File: src/rtl/cpu_common_pkg.sv
// Shared types for the core pipeline: machine word, fetch FSM states and the
// fetch-to-decode payload.
package cpu_common;

   typedef logic [31:0] word_t;

   typedef enum logic {
      FS_RUN    = 1'b0,
      FS_HALTED = 1'b1
   } fetch_state_t;

   // addi x0,x0,0
   localparam word_t NOP_IR = 32'h0000_0013;

   typedef struct packed {
      word_t pc;
      word_t ir;
   } fetch_out_t;

   function automatic word_t align_word(input word_t a);
      return a & ~word_t'(3);
   endfunction

endpackage

File: src/rtl/fetch_skid.sv
// One-entry holding register for a fetched instruction that decode could not
// take. Clear has priority over load.
module fetch_skid
   import cpu_common::*;
(
   input  logic       i_clk,
   input  logic       i_reset,
   input  logic       i_load,
   input  logic       i_clear,
   input  fetch_out_t i_data,
   output logic       o_valid,
   output fetch_out_t o_data
);

   logic       r_valid;
   fetch_out_t r_data;

   always_ff @(posedge i_clk) begin
      if (i_reset || i_clear) begin
         r_valid <= 1'b0;
      end else if (i_load) begin
         r_valid <= 1'b1;
         r_data  <= i_data;
      end
   end

   assign o_valid = r_valid;
   assign o_data  = r_data;

endmodule

File: src/rtl/fetch_stage.sv
// Instruction fetch: owns the PC, drives a 1-cycle-latency instruction BRAM and
// hands {pc, ir} to decode, parking one response in a skid register on stall.
module fetch_stage
   import cpu_common::*;
#(
   parameter word_t RESET_PC = 32'h0000_0000,
   parameter word_t NOP_IR   = cpu_common::NOP_IR
) (
   input  logic  clk_i,
   input  logic  reset_i,
   output word_t imem_addr_o,
   output logic  imem_rd_o,
   input  word_t imem_data_i,
   input  logic  jmp_valid_i,
   input  word_t jmp_addr_i,
   input  logic  halt_i,
   input  logic  ready_i,
   output logic  valid_o,
   output word_t pc_o,
   output word_t ir_o,
   output logic  halted_o
);

   // Decode handshake: {pc_o, ir_o} transfers on a cycle where valid_o && ready_i.
   // valid_o never depends on ready_i; once raised it holds with stable data
   // until taken, unless a redirect, halt or reset squashes it.

   fetch_state_t r_state, w_state_n;
   word_t        r_fetch_pc, w_fetch_pc_n;
   logic         r_inflight_valid, w_inflight_valid_n;
   word_t        r_inflight_pc, w_inflight_pc_n;
   logic         r_boot;

   logic         w_run, w_out_valid, w_jump, w_halt, w_issue, w_accept;
   logic         w_skid_load, w_skid_clear, w_skid_valid;
   word_t        w_issue_addr;
   fetch_out_t   w_skid_data, w_present;

   fetch_skid u_skid (
      .i_clk   (clk_i),
      .i_reset (reset_i),
      .i_load  (w_skid_load),
      .i_clear (w_skid_clear),
      .i_data  ({r_inflight_pc, imem_data_i}),
      .o_valid (w_skid_valid),
      .o_data  (w_skid_data)
   );

   always_ff @(posedge clk_i) begin
      if (reset_i) begin
         r_state          <= FS_RUN;
         r_fetch_pc       <= RESET_PC;
         r_inflight_valid <= 1'b0;
         r_inflight_pc    <= '0;
         r_boot           <= 1'b1;
      end else begin
         r_state          <= w_state_n;
         r_fetch_pc       <= w_fetch_pc_n;
         r_inflight_valid <= w_inflight_valid_n;
         r_inflight_pc    <= w_inflight_pc_n;
         r_boot           <= 1'b0;
      end
   end

   always_comb begin
      // The cycle right after reset is quiet: no issue, no redirect, no halt.
      w_run        = (r_state == FS_RUN) && !r_boot;
      w_out_valid  = w_skid_valid || r_inflight_valid;
      w_jump       = w_run && jmp_valid_i;
      w_halt       = w_run && halt_i && !jmp_valid_i;
      w_issue      = w_jump || (w_run && !halt_i && (ready_i || !w_out_valid));
      w_issue_addr = w_jump ? align_word(jmp_addr_i) : r_fetch_pc;

      w_present = w_skid_valid ? w_skid_data : {r_inflight_pc, imem_data_i};
      valid_o   = w_out_valid && !jmp_valid_i && (r_state == FS_RUN) && !reset_i;
      pc_o      = valid_o ? w_present.pc : '0;
      ir_o      = valid_o ? w_present.ir : NOP_IR;
      w_accept  = valid_o && ready_i;
      halted_o  = (r_state == FS_HALTED) && !reset_i;

      imem_rd_o   = w_issue && !reset_i;
      imem_addr_o = w_issue_addr;

      w_skid_clear = w_jump || w_halt || (w_skid_valid && w_accept);
      w_skid_load  = w_run && !jmp_valid_i && !halt_i && r_inflight_valid && !ready_i;

      w_state_n          = w_halt ? FS_HALTED : r_state;
      w_fetch_pc_n       = w_issue ? w_issue_addr + 32'd4 : r_fetch_pc;
      w_inflight_valid_n = w_issue;
      w_inflight_pc_n    = w_issue ? w_issue_addr : r_inflight_pc;
   end

endmodule
File: config.mk
export PLATFORM = sky130hd
export DESIGN_NAME = fetch_stage
export DESIGN_NICKNAME = d
export VERILOG_FILES = /design/src/rtl/cpu_common_pkg.sv /design/src/rtl/fetch_skid.sv /design/src/rtl/fetch_stage.sv
export SDC_FILE = /design/constraint.sdc
export NUM_CORES = 1
export LEC_CHECK = 0
export CELL_PAD_IN_SITES_DETAIL_PLACEMENT = 2
export CELL_PAD_IN_SITES_GLOBAL_PLACEMENT = 2
export CORE_UTILIZATION = 35
export DETAILED_ROUTE_END_ITERATION = 7
export DONT_BUFFER_PORTS = 1
export PLACE_DENSITY = 0.89
export SLEW_MARGIN = 0
export SYNTH_ARGS = -nofsm -noshare
export SYNTH_HDL_FRONTEND = slang
export SYNTH_SLANG_ARGS = --single-unit
File: constraint.sdc
create_clock -name clk_i -period 8.29 [get_ports clk_i]
set_clock_uncertainty 0.05 [all_clocks]
set_input_delay 1.2435 -clock clk_i [delete_from_list [all_inputs] [get_ports clk_i]]
set_output_delay 1.2435 -clock clk_i [all_outputs]
set_load 0.01 [all_outputs]
## After elaboration in Yosys (flattened, before gate mapping)

Index checks and enable logic that the tools add are counted.

- Flip-flop bits (word level): 132
- Bits in latches: 0
- Bits in writable memories: 0
- Memory bits (read-only): 0
- Input port bits: 69
- Output and inout port bits: 99
- Word-level logic and storage cells: 46
- Memories kept: 0

- Add/sub/neg operators: 1
- $mul: 0
- Div/mod/pow operators: 0
- Magnitude comparators: 0
- Equal/unequal tests: 0
- Shift operators: 0
- Multiplexer cells: 5
- Bitwise logic cells: 2
- Reductions and logical operators: 30

Operator list:

| cell | number |
|---|---|
| $mux 32 | 3 |
| $mux 64 | 1 |
| $add 32x3->32 const B | 1 |
| $logic_and 1x1->1 | 17 |
| $logic_not 1->1 | 6 |
| $logic_or 1x1->1 | 6 |
| $not 1->1 | 2 |
| $reduce_and 2->1 | 1 |
| $mux 1 | 1 |

## Longest topological paths before layout

- Word-level depth: 10
- Depth in mapped cells: 14

## Hierarchy

Synthesis repeated with hierarchy kept, for this count alone.

- Cells, all modules: 669
- Area total of the unflattened synthesis: 6576.3 sq um

Modules (own cells, without submodules):

| module | instances | cells an instance | area an instance (sq um) | sequential area each (sq um) |
|---|---|---|---|---|
| fetch_stage | 1 | 601 | 4608.2 | 1301.2 |
| fetch_skid | 1 | 68 | 1968.1 | 1941.9 |

## Worst setup path after synthesis

OpenSTA, ideal clock, no wires.

- Path type: input port to flip-flop
- Start point: input reset_i
- End point: register u_skid.r_data (netlist bit u_skid.o_data[0]) (enable)
- Arrival time: 7784 ps
- Required time: 7595 ps
- Slack: -189 ps
- Stages on the path: 3
- Buffers on the path: 2
- Cells stage by stage: clkbuf_1 -> clkbuf_1 -> nor4_1

- Longest elaborated chain between the ends: 8

RTL lines:

| element | line | source |
|---|---|---|
| start, declared | fetch_stage.sv:10 | `input logic reset_i,` |
| $logic_not 1->1 | fetch_stage.sv:75 | `valid_o = w_out_valid && !jmp_valid_i && (r_state == FS_RUN) && !reset_i;` |
| $logic_and 1x1->1 | fetch_stage.sv:75 |  |
| $logic_and 1x1->1 | fetch_stage.sv:78 | `w_accept = valid_o && ready_i;` |
| $logic_and 1x1->1 | fetch_stage.sv:84 | `w_skid_clear = w_jump \|\| w_halt \|\| (w_skid_valid && w_accept);` |
| $logic_or 1x1->1 | fetch_stage.sv:84 |  |
| $logic_or 1x1->1 (*) | fetch_skid.sv:19 | `if (i_reset \|\| i_clear) begin` |
| $not 1->1 (no source line) (*) | -- |  |
| $reduce_and 2->1 (no source line) (*) | -- |  |
| end signal, assigned | fetch_skid.sv:23 | `r_data <= i_data;` |
| end, declared | fetch_skid.sv:16 | `fetch_out_t r_data;` |

Every way passes the cells marked *; elsewhere a longest branch is shown, timed or not.
A chain may end at the register's enable or synchronous reset.

## Worst setup path after layout

- Start point: input reset_i
- End point: output imem_rd_o

- Longest elaborated chain between the ends: 2

RTL lines:

| element | line | source |
|---|---|---|
| $logic_not 1->1 | fetch_stage.sv:81 | `imem_rd_o = w_issue && !reset_i;` |
| $logic_and 1x1->1 | fetch_stage.sv:81 |  |
| end, declared | fetch_stage.sv:12 | `output logic imem_rd_o,` |

No other way between the ends.

==> impl_metrics.tcl <==
set metrics [dict create \
    max_freq_mhz 217.1 \
    antenna_violating_nets_post_route 0 \
    grt_pass1_wl_microns 35000 \
    ys_warn_count 0 \
    r2r-start "r_state$_SDFFE_PP0P_" \
    antenna_found_initial 0 \
    outcome "finished clean" \
    layout_common_cells "nor2_1 (125), mux2i_1 (87), dfxtp_1 (65)" \
    io_pins 168 \
    die_w_microns 140.8 \
    critPathCaptureType "output pin" \
    cts.sinks 130 \
    cp_slowest_cell "inv_1" \
    synthTopCellsByArea "edfxtp_1 (29%), dfxtp_1 (20%), mux2i_1 (13%)" \
    avgSynthCellArea_sq_um 9.321 \
    synthFlopType "dfxtp_1" \
    criticalPathCategory "in2out" \
    tns_ps 0 \
    drc 0 \
    synth-seq-area-share_pct 48.12 \
    rsz0062_at_grt "false" \
    wl_per_cell_microns 23.95 \
    drtPass1Iterations 5 \
    cts_buffers 17 \
    ys_seq_elements 130 \
    vias_per_cell 6.022 \
    insertedDiodeCount 0 \
    slew_headroom_pct 25.96 \
    period_share_pct 55.55 \
    core_sq_mm 0.01877 \
    grt_pass1_vias 5985 \
    grt_usage_pct 23.08 \
    synth_top_area_share_pct 28.52 \
    dp.cells 919 \
    cp_num_buf_inv 3 \
    final_common_cell "nor2_1" \
    fp-row-count 50 \
    hp-start "r_inflight_pc[10]$_SDFFE_PP0N_" \
    drt_wl_total_microns 22780 \
    clock_path_buffers 2 \
    worst_pin_slew_ps 1111 \
    stdcell_count 951 \
    critPathLaunchType "primary input" \
    worstSkewPairLatency_ps 420 \
    slowest_delay_ps 780 \
    drv_cap 0 \
    setup_viol 0 \
    hold_buffers 0 \
    port_buffers 0 \
    htreeDepth 4 \
    cts_setup_buffers 0 \
    grt_max_degree 66 \
    crit_fanout 45 \
    synth_area_sq_mm 0.006739 \
    period_minus_slack_ps 4605 \
    worstPathCellList "inv_1, o2111ai_1, buf_4, inv_1" \
    syn_inst 723 \
    hold_class "reg2reg" \
    dieArea_sq_mm 0.01981 \
    grt-ovfl-total 0 \
    p_leak_nw 2.500 \
    clkTransAtPathRegs_ps 60 \
    die_h_microns 140.8 \
    drt_first_iter_violations 318 \
    power.density_mw_per_mm2 210.1 \
    yosys.area.top_type "edfxtp_1" \
    syn-num-nets 793 \
    path_delay_family "buffers and inverters" \
    cts.repair.resized 0 \
    dp.final_hpwl_microns 16350 \
    synth_cell_types 54 \
    final_nets 774 \
    worstPathArrival_ps 3310 \
    place_congestion 0.9350 \
    vias 5727 \
    crit_path_frequent_cell "inv_1" \
    cts_root_buf "clkbuf_16" \
    start_util_pct 35.91 \
    fin_util_pct 39.95 \
    drive_above_1_share_pct 7.671 \
    peakVddDrop_mv 0.1581 \
    slew_viol_final 0 \
    crit_start "reset_i" \
    syn_to_final_growth_pct 11.25 \
    fill_cells 2054 \
    cts_tree "done" \
    hold_viol_final 0 \
    async_flop_share_pct 0 \
    cp.required_ps 7000 \
    synth-edff-count 64 \
]
## power by group
group / leakage [nW] / internal (W) / total, W / switching, W
clock: 0.276 / 0.000430 / 0.000717 / 0.000288
sequential: 1.13 / 0.000694 / 0.000714 / 0.0000192
combinational: 1.10 / 0.0000431 / 0.000144 / 0.000101
total: 2.50 / 0.00117 / 0.00158 / 0.000408
## stage by stage
stage,setup slack (ps),power (W),cell area (sq um),hold WS (ps)
floorplan,2528,0.0008265,6745,374.2
global placement,3865,0.0008583,6933,393.4
detailed placement,3716,0.0008693,6933,394.5
CTS,3711,0.001588,7497,413.0
global route,3593,0.001637,7497,429.0
finish,3685,0.001575,7497,411.8
## synthesized netlist by cell type, types with 7 or more instances
library cell	instances
mux2_2	7
edfxtp_1	64
dfxtp_1	66
nor4_1	13
nor2_1	125
clkbuf_1	35
inv_1	34
and3_1	9
nand4_1	16
nor3_1	19
a211oi_1	24
o21ai_0	12
nand2_1	64
or4_1	8
nand3_1	39
mux2i_1	87
a21oi_1	16
## routing by layer
metal	GRT usage, %	share of wire, %	vias up
li1	-	-	2606
met4	7.437	1.4	0
met5	0	0	-
met1	30.00	45	2858
met3	5.876	7.4	24
met2	37.50	46	239
## state kept, by name (all words and copies together), names as in the netlist
signal and count:
u_skid.o_data 64, r_fetch_pc 32, r_inflight_pc 30, r_boot 1, r_inflight_valid 1, r_state 1, u_skid.o_valid 1
## cells by family (layout without fill, tap and decap cells)
| group | after synthesis | count (layout) | share of synthesized area (%) |
|---|---|---|---|
| AND/OR/NAND/NOR | 313 | 313 | 21.61 |
| flip-flops | 130 | 130 | 48.12 |
| AO/OA/AOI/OAI | 98 | 98 | 10.47 |
| multiplexers | 94 | 94 | 14.09 |
| buffers and inverters | 81 | 75 | 4.735 |
| XOR/XNOR | 6 | 6 | 0.7798 |
| adder cells (fa/ha/maj) | 1 | 1 | 0.1856 |
## worst paths after layout
path,depth (start not counted),slack [ps],endpoint
max,4,3680,imem_rd_o
min,0,410,u_skid.o_data[42]$_DFFE_PP_
max reg2reg,10,4620,r_fetch_pc[28]$_SDFFE_PP0N_
min reg2reg,0,410,u_skid.o_data[42]$_DFFE_PP_
## final cells by class
cell class / instances / area [sq um] / share of cell area (%)
Sequential cell: 130 / 3247 / 43.31
Multi-Input combinational cell: 512 / 3198 / 42.66
Clock buffer: 20 / 457.9 / 6.108
Tap cell: 234 / 292.8 / 3.905
Inverter: 34 / 127.6 / 1.702
Clock inverter: 12 / 106.4 / 1.419
Timing Repair Buffer: 9 / 67.56 / 0.9012
Power figures use the tool's default switching activity.
